<file path="config.mk">
export PLATFORM = sky130hd
export DESIGN_NAME = serializer
export DESIGN_NICKNAME = d
export VERILOG_FILES = /design/src/rtl/serializer.sv
export SDC_FILE = /design/constraint.sdc
export NUM_CORES = 1
export LEC_CHECK = 0
export ABC_AREA = 1
export CORE_UTILIZATION = 45
export CTS_CLUSTER_SIZE = 16
export DETAILED_ROUTE_END_ITERATION = 10
export PLACE_DENSITY_LB_ADDON = 0.25
export SLEW_MARGIN = 15
export SYNTH_ARGS = -nofsm -noshare
export SYNTH_HDL_FRONTEND = slang
export SYNTH_SLANG_ARGS = --single-unit
</file>
<file path="constraint.sdc">
create_clock -name clk -period 2.75 [get_ports clk]
set_clock_uncertainty 0.1 [all_clocks]
set_input_delay 0.55 -clock clk [delete_from_list [all_inputs] [get_ports clk]]
set_output_delay 0.55 -clock clk [all_outputs]
set_load 0.01 [all_outputs]
</file>
<file path="src/rtl/serializer.sv">
// Parallel-to-serial shifter with direction strobes, frame abort and done pulse.
// Define SERIALIZER_PARITY_EN to append one even-parity bit after the data bits.
module serializer #(
    parameter int DATA_WIDTH = 16
) (
    input  logic                  clk,
    input  logic                  rst,
    input  logic                  in_valid,
    output logic                  in_ready,
    input  logic [DATA_WIDTH-1:0] in,
    input  logic                  dir,
    input  logic                  cl,
    output logic                  sout,
    output logic                  sr_out,
    output logic                  sl_out,
    output logic                  done
);

    localparam int CW = $clog2(DATA_WIDTH + 1);
    localparam logic [CW-1:0] LAST = CW'(DATA_WIDTH - 1);

`ifdef SERIALIZER_PARITY_EN
    typedef enum logic [1:0] {IDLE, SHIFT, PARITY, DONE} state_t;
    logic par_q;
`else
    typedef enum logic [1:0] {IDLE, SHIFT, DONE} state_t;
`endif

    state_t                state;
    logic [CW-1:0]         cnt;
    logic [DATA_WIDTH-1:0] sh_q;
    logic                  dir_q;

    // sh_q always holds the bit currently on sout at the end it is shifted out of.
    always_ff @(posedge clk) begin
        if (rst) begin
            state    <= IDLE;
            cnt      <= '0;
            sh_q     <= '0;
            dir_q    <= 1'b0;
            in_ready <= 1'b1;
            sout     <= 1'b0;
            sr_out   <= 1'b0;
            sl_out   <= 1'b0;
            done     <= 1'b0;
`ifdef SERIALIZER_PARITY_EN
            par_q    <= 1'b0;
`endif
        end else begin
            sout   <= 1'b0;
            sr_out <= 1'b0;
            sl_out <= 1'b0;
            done   <= 1'b0;
            if (cl) begin
                state    <= IDLE;
                in_ready <= 1'b1;
            end else begin
                case (state)
                    IDLE: begin
                        if (in_valid) begin
                            sh_q     <= in;
                            dir_q    <= dir;
                            cnt      <= '0;
                            state    <= SHIFT;
                            in_ready <= 1'b0;
                            sout     <= dir ? in[DATA_WIDTH-1] : in[0];
                            sr_out   <= ~dir;
                            sl_out   <= dir;
`ifdef SERIALIZER_PARITY_EN
                            par_q    <= ^in;
`endif
                        end
                    end
                    SHIFT: begin
                        if (cnt == LAST) begin
`ifdef SERIALIZER_PARITY_EN
                            state  <= PARITY;
                            sout   <= par_q;
                            sr_out <= ~dir_q;
                            sl_out <= dir_q;
`else
                            state  <= DONE;
                            done   <= 1'b1;
`endif
                        end else begin
                            cnt    <= cnt + CW'(1);
                            sh_q   <= dir_q ? (sh_q << 1) : (sh_q >> 1);
                            sout   <= dir_q ? sh_q[DATA_WIDTH-2] : sh_q[1];
                            sr_out <= ~dir_q;
                            sl_out <= dir_q;
                        end
                    end
`ifdef SERIALIZER_PARITY_EN
                    PARITY: begin
                        state <= DONE;
                        done  <= 1'b1;
                    end
`endif
                    DONE: begin
                        state    <= IDLE;
                        in_ready <= 1'b1;
                    end
                    default: begin
                        state    <= IDLE;
                        in_ready <= 1'b1;
                    end
                endcase
            end
        end
    end

endmodule

</file>
==> summary.txt <==
Layout
  – Largest register FFs: 16
  – # diodes: 0
  – Biggest regs: sh_q (16), cnt (5), state (2)
  – Fin nets: approximately 290
  – Proportion of layout cells with a drive suffix above 1: a little under 6%
  – Top reg by flops: sh_q
  – Area growth from synthesis to layout: 19.4%

Clock network
  – Clk slew on worst S/H paths: 0.08 ns
  – Clk root buf: clkbuf_4
  – CTS sink cnt: 29
  – Clock latency on the worst-skew pair: 0.31 ns
  – CTS Buf Count: 5
  – H-tree depth reported by CTS: 2
  – Clock tree buffer depth: 2
  – # resized after CTS: 0
  – CTS tree: yes
  – CTS Hold Bufs: 0
  – Setup Fix Bufs, Post-CTS: 0

Synthesis
  – Cell type with the largest total area after synthesis: dfxtp_1
  – Synthesized area per cell: roughly 6.4 sq um
  – Synth Register Bits: 29
  – Top cells by area, synth: dfxtp_1 37%, nand2_1 16%, nor2_1 12%
  – Library cells used by synthesis: 22
  – Top cell type's share of synthesized area: 37.3%
  – Cells after Synth: between 200 and 250
  – Sequential area share after synthesis: 37.3%
  – Yosys warnings: 0
  – Post-Syn Area: ~0.0016 sq mm
  – Synthesized Nets: 269

Power and ir drop
  – Total power: between 0.0008 and 0.0009 W
  – Pleak: 0.825 nW
  – VDD IR max: 0.000266 V
  – Power per cell area: between 400 and 500 mW/mm^2

Critical path
  – Type of origin of the critical path: flip-flop
  – Reg2reg path depth: 9
  – Worst-path maximum fanout: 20
  – CP Capture Type: flip-flop
  – Worst reg2reg startpoint: cnt[0]$_SDFFE_PP0P_
  – Worst Setup Path Type: reg2reg
  – Req. time, crit path: 2.87 ns
  – Critical Path AT: 2.06 ns
  – Reg-to-Reg End: cnt[2]$_SDFFE_PP0P_
  – Flop2flop setup slack: 0.81 ns

Worst hold path
  – Hold path startpoint: in_ready$_SDFFE_PP1P_
  – Worst hold path endpoint: in_ready$_SDFFE_PP1P_
  – Hold path depth: 2
  – Hold WC Path Type: reg2reg

STA
  – Final Hold Viols: 0
  – Slew headroom: 54.6%
  – Setup-failing EPs final: 0
  – Period minus WS final: 1.94 ns
  – Max-slew violation count: 0
  – Setup TNS: 0 ns
  – Tightest Pin Transition: 0.679 ns
  – Final period utilization: 70.5%
  – Fmax: 516 MHz
  – RSZ-0062 raised after global routing: false

Routing
  – DRT Pass-1 Iters: 6
  – WL/cell: about 11 um
  – Iteration-0 DRC Markers: 42
  – DRC Markers: 0
  – Vias/cell: 4.73
  – Vias post-DR: approximately 1500
  – Drt total wl: roughly 3300 um
  – Final ANT Viol Nets: 0

Global route
  – M2 GR Usage: 30.9%
  – Initial antenna violation count: 0
  – Gr ovfl total: 0
  – First-pass GRT wire length: 5530 um
  – Largest net degree at the start of global routing: 27
  – Grt peak-use layer: met2
  – GRT Util Overall: about a fifth
  – Met1 layer usage reported by global route: 27.9%
  – Vias in the first global route: between 1000 and 1500
  – GR Util met3: under 10%

Job
  – Maxcap violations: 0

Outcome
  – Status: complete, no violations

Floorplanning
  – FP Rows: 20
  – Initial Util: 49.0%
  – Full die area: 0.00370 sq mm
  – Core area: 0.00318 sq mm
  – Io pins: 26
  – Die Span X: 60.8 um
  – Die Y: 60.8 um

Placement
  – PortBufs: 25
  – Post-detail-place hpwl: 2280 um
  – Gpl congestion: about 0.77
## area by class of cell
class | instances | area [sq um]
well taps | 44 | 55.1
fillers | 339 | 1320
clock buffers | 8 | 48.8
inverters | 26 | 97.6
multi-input cells | 178 | 805
repair buffers | 28 | 273
flip-flops and latches | 29 | 581
## cells by family (layout without fill, tap and decap cells)
logic type	Yosys count	in the layout	share of synthesized area, %
simple gates	132	132	33.9
flops	29	29	37.3
compound gates	43	43	15.3
fa+ha+maj	3	3	2.41
buf+inv	38	62	11.1
## per-layer routing
| metal | vias to the layer above | part of all wire, % |
|---|---|---|
| li1 | 810 | - |
| met1 | 640 | 53 |
| met2 | 23 | 43 |
| met3 | 7 | 2.6 |
| met4 | 0 | 1.6 |
| met5 | - | 0 |
## where the power goes
| group | switching (W) | internal, W |
|---|---|---|
| registers | 0.0000150 | 0.000442 |
| logic | 0.0000862 | 0.0000675 |
| clock network | 0.000133 | 0.000102 |
| total | 0.000235 | 0.000612 |
## synthesized netlist by cell type
cell type and count:
a21oi_1 6, a21oi_2 1, and3_1 1, buf_2 6
buf_4 4, buf_6 1, clkbuf_1 1, dfxtp_1 29
ha_1 3, inv_1 24, inv_2 2, nand2_1 67
nand2_2 3, nand3_1 6, nand4_1 1, nor2_1 50
nor2_2 1, nor2_4 1, nor3_1 2, o211ai_1 8
o21ai_0 12, o21ai_1 16
## metrics by stage
stage	cell area, sq um	hold slack [ns]	utilization [%]	worst slack, ns	std cells
after global placement	1810	0.367	57.0	0.731	305
after CTS	1860	0.387	58.5	0.822	313
after floorplan	1560	0.349	-	1.07	245
after detailed placement	1810	0.374	57.0	0.717	305
after global routing	1860	0.410	58.5	0.693	313
final	1860	0.388	58.5	0.810	313
## worst max-delay path, cell delays in order, from the launching register on
cell and delay [ns]:
dfxtp_1 0.34, ha_1 0.22, and3_1 0.21, ha_1 0.20, nand2_1 0.08, nand2_2 0.08
inv_2 0.09, nand2_2 0.24, o21ai_1 0.21, nor2_1 0.06
## how the worst max path moves through the flow
stage,startpoint,to,slack [ns],cells after the start
after floorplan,cnt[0]$_SDFFE_PP0P_,cnt[2]$_SDFFE_PP0P_,1.07,10
after global placement,cl,cnt[2]$_SDFFE_PP0P_,0.73,7
after detailed placement,cl,cnt[0]$_SDFFE_PP0P_,0.72,7
after CTS,cnt[0]$_SDFFE_PP0P_,cnt[2]$_SDFFE_PP0P_,0.82,9
after global routing,cnt[0]$_SDFFE_PP0P_,cnt[2]$_SDFFE_PP0P_,0.69,10
final,cnt[0]$_SDFFE_PP0P_,cnt[2]$_SDFFE_PP0P_,0.81,9
## layout by cell type, fill, tap and decap left out, drive strengths merged
master,netlist,routed
nand3,6,6
dfxtp,29,29
nand2,70,70
o21ai,28,28
ha,3,3
a21oi,7,7
nor3,2,2
nor2,52,52
and3,1,1
clkdlybuf4s50,0,25
buf,11,3
o211ai,8,8
nand4,1,1
clkbuf,1,8
inv,26,26
(Power assumes the default switching activity.)
